### src/rtl/quad_enc_filter.sv
// Quadrature encoder input conditioner: 2-FF sync, prescaled sampling, run-length glitch filter.
// Optional macro QUAD_ENC_FILT_INDEX_GATE_EN qualifies index_strobe with the {quadA,quadB} state.
module quad_enc_filter #(
    parameter int unsigned FILT_LEN = 4,
    parameter int unsigned ERR_W    = 16
) (
    input  logic             clk_i,
    input  logic             reset,
    input  logic             quadA_i,
    input  logic             quadB_i,
    input  logic             index_i,
    input  logic [15:0]      clk_div_i,
    input  logic [1:0]       index_gate_i,
    input  logic             err_clr_i,
    output logic             quadA,
    output logic             quadB,
    output logic             index_strobe,
    output logic             err_pulse,
    output logic [ERR_W-1:0] err_count,
    output logic             err_sticky
);

    localparam int unsigned RunW = 4;
    localparam int unsigned NumCh = 3;

    // Channel order in all packed vectors: [2]=A, [1]=B, [0]=index
    logic [NumCh-1:0]           sync1_q, sync2_q;
    logic [15:0]                presc_q, presc_d;
    logic [15:0]                div;
    logic                       tick;
    logic [NumCh-1:0][RunW-1:0] run_q, run_d;
    logic [NumCh-1:0]           filt_q, filt_d;
    logic                       illegal;
    logic                       idx_rise;
    logic                       index_strobe_q, index_strobe_d;
    logic                       err_pulse_q, err_pulse_d;
    logic [ERR_W-1:0]           err_count_q, err_count_d;
    logic                       err_sticky_q, err_sticky_d;

    always_comb begin
        div     = (clk_div_i == 16'd0) ? 16'd1 : clk_div_i;
        // >= rather than == so lowering the divider below the count wraps promptly
        tick    = (presc_q >= div - 16'd1);
        presc_d = tick ? 16'd0 : presc_q + 16'd1;
    end

    always_comb begin
        run_d  = run_q;
        filt_d = filt_q;
        for (int i = 0; i < NumCh; i++) begin
            if (tick) begin
                if (sync2_q[i] != filt_q[i]) begin
                    if (run_q[i] == RunW'(FILT_LEN - 1)) begin
                        filt_d[i] = sync2_q[i];
                        run_d[i]  = '0;
                    end else begin
                        run_d[i] = run_q[i] + 1'b1;
                    end
                end else begin
                    run_d[i] = '0;
                end
            end
        end
    end

    always_comb begin
        illegal      = (filt_d[2] != filt_q[2]) && (filt_d[1] != filt_q[1]);
        err_pulse_d  = illegal;
        err_count_d  = err_count_q;
        err_sticky_d = err_sticky_q;
        if (illegal) begin
            // A coincident clear loses to the event: the new error is still counted
            err_sticky_d = 1'b1;
            if (err_clr_i) begin
                err_count_d = ERR_W'(1);
            end else if (err_count_q != {ERR_W{1'b1}}) begin
                err_count_d = err_count_q + ERR_W'(1);
            end
        end else if (err_clr_i) begin
            err_count_d  = '0;
            err_sticky_d = 1'b0;
        end
    end

    assign idx_rise = filt_d[0] & ~filt_q[0];

`ifdef QUAD_ENC_FILT_INDEX_GATE_EN
    assign index_strobe_d = idx_rise && (filt_d[2:1] == index_gate_i);
`else
    logic unused_index_gate;
    assign unused_index_gate = ^index_gate_i;
    assign index_strobe_d    = idx_rise;
`endif

    always_ff @(posedge clk_i) begin
        if (reset) begin
            sync1_q        <= '0;
            sync2_q        <= '0;
            presc_q        <= '0;
            run_q          <= '0;
            filt_q         <= '0;
            index_strobe_q <= 1'b0;
            err_pulse_q    <= 1'b0;
            err_count_q    <= '0;
            err_sticky_q   <= 1'b0;
        end else begin
            sync1_q        <= {quadA_i, quadB_i, index_i};
            sync2_q        <= sync1_q;
            presc_q        <= presc_d;
            run_q          <= run_d;
            filt_q         <= filt_d;
            index_strobe_q <= index_strobe_d;
            err_pulse_q    <= err_pulse_d;
            err_count_q    <= err_count_d;
            err_sticky_q   <= err_sticky_d;
        end
    end

    assign quadA        = filt_q[2];
    assign quadB        = filt_q[1];
    assign index_strobe = index_strobe_q;
    assign err_pulse    = err_pulse_q;
    assign err_count    = err_count_q;
    assign err_sticky   = err_sticky_q;

endmodule
### config.mk
export PLATFORM = sky130hd
export DESIGN_NAME = quad_enc_filter
export DESIGN_NICKNAME = d
export VERILOG_FILES = /design/src/rtl/quad_enc_filter.sv
export SDC_FILE = /design/constraint.sdc
export NUM_CORES = 1
export LEC_CHECK = 0
export CAP_MARGIN = 20
export CORE_ASPECT_RATIO = 1.1
export CORE_MARGIN = 3
export CORE_UTILIZATION = 54
export DETAILED_ROUTE_END_ITERATION = 10
export PLACE_DENSITY = 0.75
export SLEW_MARGIN = 20
export SYNTH_ARGS = -nofsm -noshare
export SYNTH_HDL_FRONTEND = slang
export SYNTH_SLANG_ARGS = --single-unit
export TNS_END_PERCENT = 50
### constraint.sdc
create_clock -name clk_i -period 7.15 [get_ports clk_i]
set_input_delay 2.145 -clock clk_i [delete_from_list [all_inputs] [get_ports clk_i]]
set_output_delay 2.145 -clock clk_i [all_outputs]
set_load 0.005 [all_outputs]
==> results.cfg <==
[pwr]
p_switching_mw = 0.1298
vdd_ir_drop_max_uv = 142.9
p_total_mw = 0.5744
seqPwrFrac_pct = 55.2
clockPowerShare_pct = 36.5
combPwrFrac_pct = 8.3
powerDensity_nw_per_um2 = 154.1
total_leakage_power_nw = 1.443
p_int_mw = 0.4446
switching_share_pct = 22.60

[die]
pin_count = 45
start_util_pct = 56.29
fp.dieArea_um2 = 6600
coreArea_um2 = 5430
die_y_um = 84.91
row_count = 28
die_w_um = 77.74

[yosys]
yosysSeqAreaShare_pct = 36.68
avgSynthCellArea_um2 = 8.538
synth-simple-area-share_pct = 28.24
synth_edf_count = 0
synth_nets = 404
synthAdderAreaFrac_pct = 9.005
yosys_warnings = 0
yosysUniqueCellTypes = 45
async_flop_share_pct = 0
ys.flop_type = dfxtp_1
synth_area_um2 = 3057
ys_seq_elements = 56
syn-instance-count = 358
synthXorXnorAreaFrac_pct = 8.309
synth_top_family_by_area = simple AND/OR/NAND/NOR gates
synth-compound-area-share_pct = 13.02
synthMuxAreaShare_pct = 2.292

[route]
wirelength_um = 6541
num_vias = 2721
ant_nets = 0
drc = 0
via_per_inst = 5.645
drt_pass1_iterations = 4
post_drt_wl_per_cell_um = 13.57
dr.first_iter.drc_count = 80

[global_routing]
grt_util_met1_pct = 24.24
gr-total-overflow = 0
antenna_found_initial = 0
grt_pass1_vias = 2594
use_met3_pct = 4.565
grt_start_max_net_pins = 32
grt-busiest-layer = met2
grtUsageTotal_pct = 20.50
grt_pass1_wl_um = 11280
gr-usage-met2_pct = 37.38

[worst_setup_path]
worst_setup_path_end_kind = register
startpoint_type = input port
critPathKind = input port to register
path_max_fanout = 22
required_ns = 7.34
cp.arrival_ns = 6.93

[sta]
maxSlewHeadroom_pct = 32.64
finalHoldViolations = 0
max_freq_mhz = 148.2
drv_slew = 0
rsz0062_at_grt = false
skew_ns = 0.003939
setup_viol = 0
period_share_pct = 94.35
finalCriticalPeriod_ns = 6.746
worst_pin_slew_ns = 1.007
tns_ns = 0

[clock_network]
cts-root-buf = clkbuf_8
clock_insertion_delay_worst_skew_ns = 0.31
htreeDepth = 2
clock_sinks = 56
cts_tree = yes
cts_buffer_depth = 2
clk_pin_slew_ns = 0.10
numCtsBuffers = 5
ctsHoldBuffers = 0

[worst_hold_path]
worstHoldPathType = register to register

[place]
routabilityCongestion = 0.8071
place_hpwl_um = 4787
port_buffers = 42

[final_layout]
drive_above_1_share_pct = 6.388
area_delta_synth_final_pct = 21.94
final_common_cell = dfxtp_1
nNetsFinal = 452
diodes = 0
final_cell_mix = 56 x dfxtp_1, 47 x nor2_1, 42 x clkdlybuf4s50_1, 28 x nand2_1, 25 x a21oi_1

[flow_run]
max_cap_violations = 0

[run_status]
status = finished clean
-- logic make-up after synthesis --
family | count (synthesis)
AOI/OAI and AO/OA | 62
xor gates and xnor gates | 29
adders and majority gates | 22
buffers and inverters | 17
DFF | 56
muxes | 7
and+or+nand+nor | 165
-- worst paths after layout --
| path | startpoint | endpoint | slack, ns | cells after the start |
|---|---|---|---|---|
| worst max-delay path | clk_div_i[7] | err_count[0]$_SDFFE_PP0P_ | 0.40 | 19 |
| worst min-delay path | sync1_q[1]$_SDFF_PP0_ | sync2_q[1]$_SDFF_PP0_ | 0.45 | 1 |
| worst max register to register | presc_q[10]$_SDFF_PP0_ | err_count[0]$_SDFFE_PP0P_ | 4.50 | 8 |
| worst min register to register | sync1_q[1]$_SDFF_PP0_ | sync2_q[1]$_SDFF_PP0_ | 0.45 | 1 |
-- cell type report --
type,count,area [um^2]
Clock inverter,2,38.79
Inverter,5,18.77
Timing Repair Buffer,53,515.5
Clock buffer,6,72.57
Fill cell,462,1703
Tap cell,75,93.84
Sequential cell,56,1121
Multi-Input combinational cell,285,1867
-- worst max-delay path, cell delays in order --
cell and delay [ns]:
clkdlybuf4s50_1 0.45, or3_1 0.41, or3_1 0.37, nor4_2 0.26, nand3_1 0.14, nor3_1 0.26, nor2_1 0.11, ha_1 0.25
nand2_1 0.17, nor3_1 0.09, xnor2_1 0.13, ha_1 0.30, nand4_1 0.14, or4_1 0.52, o32a_1 0.34, a21oi_1 0.26
buf_12 0.20, nor2_1 0.04, a2111oi_0 0.33
-- through the flow --
step / std cells / hold slack (ns) / instance area (um^2) / setup WS [ns] / util, %
floorplan: 358 / 0.4138 / 3057 / 0.7974 / -
global placement: 474 / 0.4189 / 3610 / 0.1078 / 66.47
detailed placement: 474 / 0.4256 / 3610 / -0.01668 / 66.47
CTS: 482 / 0.4509 / 3721 / 0.2855 / 68.53
global route: 482 / 0.4612 / 3727 / 0.08143 / 68.64
finish: 482 / 0.4479 / 3727 / 0.4040 / 68.64
-- Yosys cell counts, drive strengths merged (2+ instances only) --
master    n  area [um^2]
and2      4        27.53
nor3      7        35.03
nand3    16        80.08
or3       5        31.28
nor2     47        176.4
a21oi    25        125.1
nand2b    4        25.02
nand4    10        62.56
and4      5        43.79
a2111oi   2        17.52
xnor2    18        157.7
nand2    28        105.1
dfxtp    56         1121
a31oi     7        43.79
nor4      4        25.02
inv       5        18.77
or4b      2        20.02
a41o      5        50.05
and3      7        43.79
or3b      2        17.52
buf       4        26.27
a21boi    2        15.01
a211oi    2        15.01
nor2b    10        62.56
o21a      2        15.01
nand3b    3        22.52
ha       22        275.3
a31o      2        17.52
o21ai     9        45.04
mux2i     7        70.07
clkbuf    8        30.03
nor3b     3        22.52
xor2     11        96.34
or4       5        37.54
-- what timing repair did --
action                                 CTS  global route
setup endpoints to repair                0             1
buffers inserted                         0             0
endpoints found under the hold margin    0             0
resized for setup                        0             1
-- registers in the layout, indices dropped and copies added (netlist names) --
| signal | flops |
|---|---|
| err_sticky | 1 |
| index_strobe | 1 |
| sync1_q | 3 |
| err_count | 16 |
| filt_q | 3 |
| presc_q | 16 |
| sync2_q | 3 |
| run_q | 12 |
| err_pulse | 1 |
-- power by group through the flow --
stage	logic, mW	registers, mW	clock network [mW]
final	0.0475	0.317	0.210
after CTS	0.0478	0.317	0.214
after global placement	0.0460	0.325	0
after global routing	0.0536	0.318	0.224
after floorplan	0.0254	0.324	0
after detailed placement	0.0474	0.325	0
-- per-layer routing --
| layer | vias up | wire length, um |
|---|---|---|
| met5 | - | 0 |
| met3 | 7 | 307 |
| met2 | 60 | 3237 |
| li1 | 1385 | - |
| met4 | 0 | 66 |
| met1 | 1269 | 2929 |
No activity file was read; power rests on OpenSTA's default activity.
